File: config.mk
export PLATFORM = sky130hd
export DESIGN_NAME = cpld_rx_flat
export DESIGN_NICKNAME = d
export VERILOG_FILES = /design/src/rtl/cpld_rx_if.sv /design/src/rtl/cpld_rx.sv /design/src/flat_wrapper.sv
export SDC_FILE = /design/constraint.sdc
export NUM_CORES = 1
export LEC_CHECK = 0
export ABC_AREA = 1
export CAP_MARGIN = 20
export CORE_MARGIN = 2
export CORE_UTILIZATION = 54
export DETAILED_ROUTE_END_ITERATION = 16
export PLACE_DENSITY = 0.78
export SLEW_MARGIN = 20
export SYNTH_ARGS = -nofsm -noshare
export SYNTH_HDL_FRONTEND = slang
export SYNTH_SLANG_ARGS = --single-unit
File: constraint.sdc
create_clock -name clk -period 2.3 [get_ports clk]
set_input_delay 0.575 -clock clk [delete_from_list [all_inputs] [get_ports clk]]
set_output_delay 0.575 -clock clk [all_outputs]
set_load 0.005 [all_outputs]
File: src/rtl/cpld_rx_if.sv
// -----------------------------------------------------------------------------
// cpld_rx_if
// Groups the FPGA-to-CPLD LED/7-segment link pins and the display-side results
// of the CPLD receiver.
//   cpld_clk, cpld_ld, cpld_mosi : serial link (driven by the FPGA side)
//   led[7:0]                     : discrete LED drive, active-high
//   seg[7:0]                     : segment drive, low = segment lit, bit 7 = dp
//   dig_en[1:0]                  : one-hot digit enable
//   frame_ok                     : one-cycle pulse per committed frame
//   frame_err                    : sticky bad-length frame flag
// Modports: master = link driver / display consumer, slave = receiver.
// -----------------------------------------------------------------------------
interface cpld_rx_if;
   logic       cpld_clk;
   logic       cpld_ld;
   logic       cpld_mosi;
   logic [7:0] led;
   logic [7:0] seg;
   logic [1:0] dig_en;
   logic       frame_ok;
   logic       frame_err;

   modport master (
      output cpld_clk, cpld_ld, cpld_mosi,
      input  led, seg, dig_en, frame_ok, frame_err
   );

   modport slave (
      input  cpld_clk, cpld_ld, cpld_mosi,
      output led, seg, dig_en, frame_ok, frame_err
   );
endinterface

File: src/rtl/cpld_rx.sv
// -----------------------------------------------------------------------------
// cpld_rx
// CPLD-side receiver for the FPGA-to-CPLD LED/7-segment serial link. The three
// asynchronous link inputs are oversampled on clk, 16-bit LSB-first frames are
// assembled, and every good frame is committed to the LED outputs, the
// segment pattern and the alternating digit enable.
// Ports:
//   clk   : system clock, rising edge
//   rstn  : synchronous active-low reset
//   link  : cpld_rx_if.slave (link pins in, display outputs out)
// Parameter:
//   SYNC_STAGES : synchronizer depth per link input (>= 2)
// -----------------------------------------------------------------------------
module cpld_rx #(
   parameter int SYNC_STAGES = 2
) (
   input  logic   clk,
   input  logic   rstn,
   cpld_rx_if.slave link
);

   typedef enum logic [0:0] {
      WAIT_SYNC = 1'b0,
      RUN       = 1'b1
   } state_t;

   // Synchronizer chains and edge-detect history flops
   logic [SYNC_STAGES-1:0] clk_sync_q;
   logic [SYNC_STAGES-1:0] ld_sync_q;
   logic [SYNC_STAGES-1:0] mosi_sync_q;
   logic                   clk_hist_q;
   logic                   ld_hist_q;

   // Frame assembly and output state
   state_t      state_q,     state_d;
   logic [15:0] sr_q,        sr_d;
   logic [4:0]  bitcnt_q,    bitcnt_d;
   logic        next_dig_q,  next_dig_d;
   logic [7:0]  led_q,       led_d;
   logic [7:0]  seg_q,       seg_d;
   logic [1:0]  dig_en_q,    dig_en_d;
   logic        frame_ok_q,  frame_ok_d;
   logic        frame_err_q, frame_err_d;

   // Combinational helpers
   logic        clk_s;
   logic        ld_s;
   logic        mosi_s;
   logic        rise_s;
   logic        ld_fall_s;
   logic [4:0]  bitcnt_inc_s;
   logic [4:0]  count_now_s;
   logic [15:0] sr_now_s;

   // Synchronizer chains plus one history flop per edge-detected input
   always_ff @(posedge clk) begin
      if (!rstn) begin
         clk_sync_q  <= '0;
         ld_sync_q   <= '0;
         mosi_sync_q <= '0;
         clk_hist_q  <= 1'b0;
         ld_hist_q   <= 1'b0;
      end else begin
         clk_sync_q  <= {clk_sync_q[SYNC_STAGES-2:0],  link.cpld_clk};
         ld_sync_q   <= {ld_sync_q[SYNC_STAGES-2:0],   link.cpld_ld};
         mosi_sync_q <= {mosi_sync_q[SYNC_STAGES-2:0], link.cpld_mosi};
         clk_hist_q  <= clk_sync_q[SYNC_STAGES-1];
         ld_hist_q   <= ld_sync_q[SYNC_STAGES-1];
      end
   end

   assign clk_s     = clk_sync_q[SYNC_STAGES-1];
   assign ld_s      = ld_sync_q[SYNC_STAGES-1];
   assign mosi_s    = mosi_sync_q[SYNC_STAGES-1];
   assign rise_s    = clk_s & ~clk_hist_q;
   assign ld_fall_s = ld_hist_q & ~ld_s;

   assign bitcnt_inc_s = (bitcnt_q == 5'd31) ? 5'd31 : (bitcnt_q + 5'd1);

   // Shift/count values including a bit arriving in this same cycle, so a
   // serial-clock rise coinciding with the frame end still belongs to the frame.
   assign count_now_s = rise_s ? bitcnt_inc_s : bitcnt_q;
   assign sr_now_s    = rise_s ? {mosi_s, sr_q[15:1]} : sr_q;

   // State and output registers
   always_ff @(posedge clk) begin
      if (!rstn) begin
         state_q     <= WAIT_SYNC;
         sr_q        <= 16'h0000;
         bitcnt_q    <= 5'd0;
         next_dig_q  <= 1'b0;
         led_q       <= 8'h00;
         seg_q       <= 8'hFF;
         dig_en_q    <= 2'b00;
         frame_ok_q  <= 1'b0;
         frame_err_q <= 1'b0;
      end else begin
         state_q     <= state_d;
         sr_q        <= sr_d;
         bitcnt_q    <= bitcnt_d;
         next_dig_q  <= next_dig_d;
         led_q       <= led_d;
         seg_q       <= seg_d;
         dig_en_q    <= dig_en_d;
         frame_ok_q  <= frame_ok_d;
         frame_err_q <= frame_err_d;
      end
   end

   // Next-state logic: shifting/counting always runs; frame end decides commit
   always_comb begin
      state_d     = state_q;
      sr_d        = sr_now_s;
      bitcnt_d    = count_now_s;
      next_dig_d  = next_dig_q;
      led_d       = led_q;
      seg_d       = seg_q;
      dig_en_d    = dig_en_q;
      frame_ok_d  = 1'b0;
      frame_err_d = frame_err_q;

      if (ld_fall_s) begin
         bitcnt_d = 5'd0;
         case (state_q)
            // First frame end after reset only aligns to the link
            WAIT_SYNC: begin
               state_d = RUN;
            end
            RUN: begin
               if (count_now_s == 5'd16) begin
                  led_d      = sr_now_s[7:0];
                  seg_d      = sr_now_s[15:8];
                  dig_en_d   = next_dig_q ? 2'b10 : 2'b01;
                  next_dig_d = ~next_dig_q;
                  frame_ok_d = 1'b1;
               end else begin
                  frame_err_d = 1'b1;
               end
            end
            default: begin
               state_d = WAIT_SYNC;
            end
         endcase
      end else begin
         state_d = state_q;
      end
   end

   assign link.led       = led_q;
   assign link.seg       = seg_q;
   assign link.dig_en    = dig_en_q;
   assign link.frame_ok  = frame_ok_q;
   assign link.frame_err = frame_err_q;

endmodule

File: src/flat_wrapper.sv
// flat-port wrapper written by rule: the top's interface ports become plain ports
module cpld_rx_flat 
#(
   parameter int SYNC_STAGES = 2
)
  (clk, rstn, link_cpld_clk, link_cpld_ld, link_cpld_mosi, link_led, link_seg, link_dig_en, link_frame_ok, link_frame_err);
  cpld_rx_if link_i ();
  input  logic clk;
  input  logic rstn;
  input wire logic [$bits(link_i.cpld_clk)-1:0] link_cpld_clk;
  input wire logic [$bits(link_i.cpld_ld)-1:0] link_cpld_ld;
  input wire logic [$bits(link_i.cpld_mosi)-1:0] link_cpld_mosi;
  output wire logic [$bits(link_i.led)-1:0] link_led;
  output wire logic [$bits(link_i.seg)-1:0] link_seg;
  output wire logic [$bits(link_i.dig_en)-1:0] link_dig_en;
  output wire logic [$bits(link_i.frame_ok)-1:0] link_frame_ok;
  output wire logic [$bits(link_i.frame_err)-1:0] link_frame_err;
  assign link_i.cpld_clk = link_cpld_clk;
  assign link_i.cpld_ld = link_cpld_ld;
  assign link_i.cpld_mosi = link_cpld_mosi;
  assign link_led = link_i.led;
  assign link_seg = link_i.seg;
  assign link_dig_en = link_i.dig_en;
  assign link_frame_ok = link_i.frame_ok;
  assign link_frame_err = link_i.frame_err;
  cpld_rx #(.SYNC_STAGES(SYNC_STAGES)) u_core (.clk(clk), .rstn(rstn), .link(link_i));
endmodule
==> results of run 1 <==
cells in the final DEF, fill, tap and decap left out, types with 6 or more instances in the layout:
cell	n
mux2i_1	6
a21oi_1	6
nand4_1	17
nor2_1	34
nand2_1	52
inv_1	53
dfxtp_1	50
clkdlybuf4s50_1	24
o21ai_0	10
nand3_1	11
buf_4	7
metal layers:
layer  up-vias  GRT usage  wire [um]
li1        872          -          -
met1       762     0.2202       1767
met2        27     0.3200       1790
met3         9    0.04089        104
met4         0    0.08673         83
met5         -          0          0
layout make-up:
class                           count  area [um^2]
Sequential cell                    50         1001
Tap cell                           48        60.06
Clock buffer                        5        68.82
Clock inverter                      2        10.01
Multi-Input combinational cell    150        785.8
Fill cell                         317         1271
Inverter                           53        198.9
Timing Repair Buffer               31        292.8
power groups by stage:
stage / clock network [uW] / logic, uW / registers [uW]
CTS: 485 / 81.6 / 889
global placement: 0 / 80.6 / 909
finish: 470 / 82.3 / 889
detailed placement: 0 / 81.1 / 910
global route: 509 / 94.5 / 891
floorplan: 0 / 60.9 / 908
what timing repair did:
item | CTS | global route
setup endpoints to repair | 0 | 5
gates resized for setup | 0 | 1
buffers inserted | 0 | 0
worst min-delay path: stages (launching register included):
cell	delay [ns]
dfxtp_1	0.31
nand2_1	0.04
inv_1	0.04
cell families (layout without fill, tap and decap cells):
family,count (synthesis),count (layout)
DFF,50,50
and+or+nand+nor,121,122
xor gates and xnor gates,1,1
muxes,6,6
AOI/OAI and AO/OA,20,20
adders and majority gates,1,1
buffers and inverters,69,91
cells in the mapped netlist:
master | count | area (um^2)
a21oi_1 | 6 | 30.03
nand2_1 | 52 | 195.2
xor2_1 | 1 | 8.760
ha_1 | 1 | 12.51
buf_2 | 4 | 20.02
buf_4 | 2 | 15.01
a21oi_2 | 2 | 17.52
clkbuf_1 | 7 | 26.28
nand3_1 | 11 | 55.05
nand4_2 | 2 | 25.02
nand3_2 | 1 | 10.01
mux2i_1 | 6 | 60.06
buf_6 | 1 | 11.26
inv_1 | 53 | 198.9
nand3_4 | 1 | 17.52
nand4_1 | 17 | 106.4
nor2_2 | 1 | 6.260
buf_8 | 1 | 15.01
o21bai_4 | 1 | 18.77
nand2_2 | 1 | 6.260
nor2_4 | 1 | 11.26
buf_12 | 1 | 20.02
dfxtp_1 | 50 | 1001
nor2_1 | 34 | 127.6
o21ai_4 | 1 | 16.27
o21ai_0 | 10 | 50.05
metrics by stage:
step | utilization | setup slack, ns
floorplan | - | 0.6055
global placement | 0.6309 | 0.3360
detailed placement | 0.6309 | 0.1964
CTS | 0.6523 | 0.1696
global route | 0.6554 | 0.1155
finish | 0.6554 | 0.3176
registers in the layout (all words and copies together), names as in the netlist:
name and cells:
u_core.mosi_sync_q 2, u_core.link.frame_err 1, u_core.clk_hist_q 1, u_core.link.dig_en 2, u_core.link.led 8, u_core.ld_sync_q 2
u_core.bitcnt_q 5, u_core.link.seg 8, u_core.state_q 1, u_core.link.frame_ok 1, u_core.ld_hist_q 1, u_core.clk_sync_q 2
u_core.sr_q 16
worst paths after layout:
kind | to | slack, ns | depth (start not counted)
setup / recovery | u_core.link.seg[5] | 0.32 | 9
hold / removal | u_core.ld_sync_q[1] | 0.42 | 2
setup reg to reg | u_core.link.seg[5] | 0.32 | 9
hold reg to reg | u_core.ld_sync_q[1] | 0.42 | 2
==> key figures, run 1 <==
Outcome
  – Status: finished, final reports clean

Clocking
  – TritonCTS clock tree: built
  – Root Buffer: clkbuf_8
  – Hold-fix buffers, CTS: 0
  – Clock H-tree levels: 2
  – Clock Tree Buf Depth: 2
  – CTS Buf Count: 5
  – Clock slew at reported path FFs: 0.08 ns
  – Worst-skew pair later-pin latency: 0.30 ns
  – Num Clock Sinks: 50

Worst setup path
  – Worst setup startpoint: u_core.bitcnt_q[0]
  – Critical Path Source Type: register
  – Worst-path maximum fanout: 19
  – Critical Path Slowest Stage Cell: dfxtp_1
  – Arr. time, crit path: 2.16 ns
  – Worst path bufs/invs: 0
  – Most used cell, CP: nand2_1
  – Crit. End Element: register
  – CP cell instances: ha_1, nand3_1, nor2_1, nand2_1, nand2_1, nor2_4, nand3_4, nand2_1, nand3_1
  – Crit Path Class: reg -> reg
  – Reg-to-Reg Start: u_core.bitcnt_q[0]
  – Largest stage delay, worst path: 0.34 ns
  – Top Family by Delay on Critical Path: simple AND/OR/NAND/NOR gates
  – Worst EP required: 2.47 ns

Global routing
  – Largest net degree at the start of global routing: 27
  – All-Layer GR Usage: 0.1866
  – Vias in the first global route: 1521
  – First-pass GRT wire length: 6285 um
  – Initial antenna violation count: 0
  – GR Overflow Total: 0

Final layout
  – Final instance area: 0.002417 mm^2
  – Layout Nets: 297
  – Area growth syn-to-layout: 16.11%
  – N_diodes: 0
  – Layout cells sized above 1: 0.08935
  – Cell Count, Final, Fillers Out: 339

Drt
  – Post-Route WL: 3747 um
  – WL/cell: 11.05 um
  – Pre-antenna DRT Iters: 4
  – DRC Markers: 0
  – Via density: 4.926
  – Iteration-0 DRC Markers: 110
  – Post-route ant nets: 0
  – Vias: 1670

Floorplanning
  – Die Wd: 66.10 um
  – Ports: 25
  – Core area: 0.003689 mm^2
  – Chip height: 66.10 um
  – Die area: 0.004369 mm^2
  – Core Rows: 22
  – Initial core utilization: 0.5645

STA
  – Worst Tran Pin Value: 0.4237 ns
  – Final TNS setup: 0 ns
  – Rel. slew slack: 0.7172
  – Hold Slack: 0.4175 ns
  – Max-slew violations: 0
  – FMAX: 0.5044 GHz
  – Clock Skew: 0.006757 ns
  – Final Hold Fails: 0
  – Final min period: 1.982 ns
  – RSZ-0062 raised after global routing: no
  – Final setup viols: 0
  – Period utilisation layout: 0.8619

Power and ir drop
  – Clock power frac: 0.326
  – Pwr dens: 596.1 mW/mm^2
  – Combinational share of power: 0.057
  – Switching power: 325.1 uW
  – Peak supply drop: 411.6 uV
  – Sw frac: 0.2256
  – Int Pwr: 1116 uW
  – P_leak: 0.001189 uW
  – Part of the power in registers: 0.617
  – Tot Pwr: 1441 uW

Synth
  – FF+latch count, synth: 50
  – Sequential area share after synthesis: 0.4808
  – Yosys cell types: 26
  – Post-synthesis adder-cell area fraction: 0.006010
  – Syn Area/Cell: 7.769 um^2
  – Main combinational cell family by area after synthesis: simple AND/OR/NAND/NOR gates
  – Synth Area in Compound Gates: 0.06370
  – Post-synthesis mux area share: 0.02885
  – Synth Cell Area: 0.002082 mm^2
  – Post-Synth XOR/XNOR Area: 0.004207
  – Post-synth net total: 274
  – Simple-Gate Fraction of Synth Area: 0.2692
  – Synth warnings: 0
  – Syn Inst Count: 268

Placement
  – Post-DP Area: 0.002327 mm^2
  – Port bufs: 24
  – Hpwl dp: 2589 um
  – Placed cells: 331
  – Gpl congestion: 0.7845

Min path
  – Hold path startpoint: u_core.ld_sync_q[0]
  – Hold Path Class: reg -> reg

Job
  – Max cap viols: 0
(Power assumes the default switching activity.)
==> run 2: changes to the inputs <==
--- a/config.mk
+++ b/config.mk
@@ -6,7 +6,7 @@
 export NUM_CORES = 1
 export LEC_CHECK = 0
 export ABC_AREA = 1
-export CAP_MARGIN = 20
+export ABC_CLOCK_PERIOD_IN_PS = 2300
 export CORE_MARGIN = 2
 export CORE_UTILIZATION = 54
 export DETAILED_ROUTE_END_ITERATION = 16
==> results of run 2 <==
No change in the layout: final DEF, timing and power equal those of run 1.
==> run 3: changes to the inputs <==
--- a/config.mk
+++ b/config.mk
@@ -11,7 +11,7 @@
 export CORE_UTILIZATION = 54
 export DETAILED_ROUTE_END_ITERATION = 16
 export PLACE_DENSITY = 0.78
-export SLEW_MARGIN = 20
+export SLEW_MARGIN = 10
 export SYNTH_ARGS = -nofsm -noshare
 export SYNTH_HDL_FRONTEND = slang
 export SYNTH_SLANG_ARGS = --single-unit
==> results of run 3 <==
No change in the layout: final DEF, timing and power equal those of run 1.
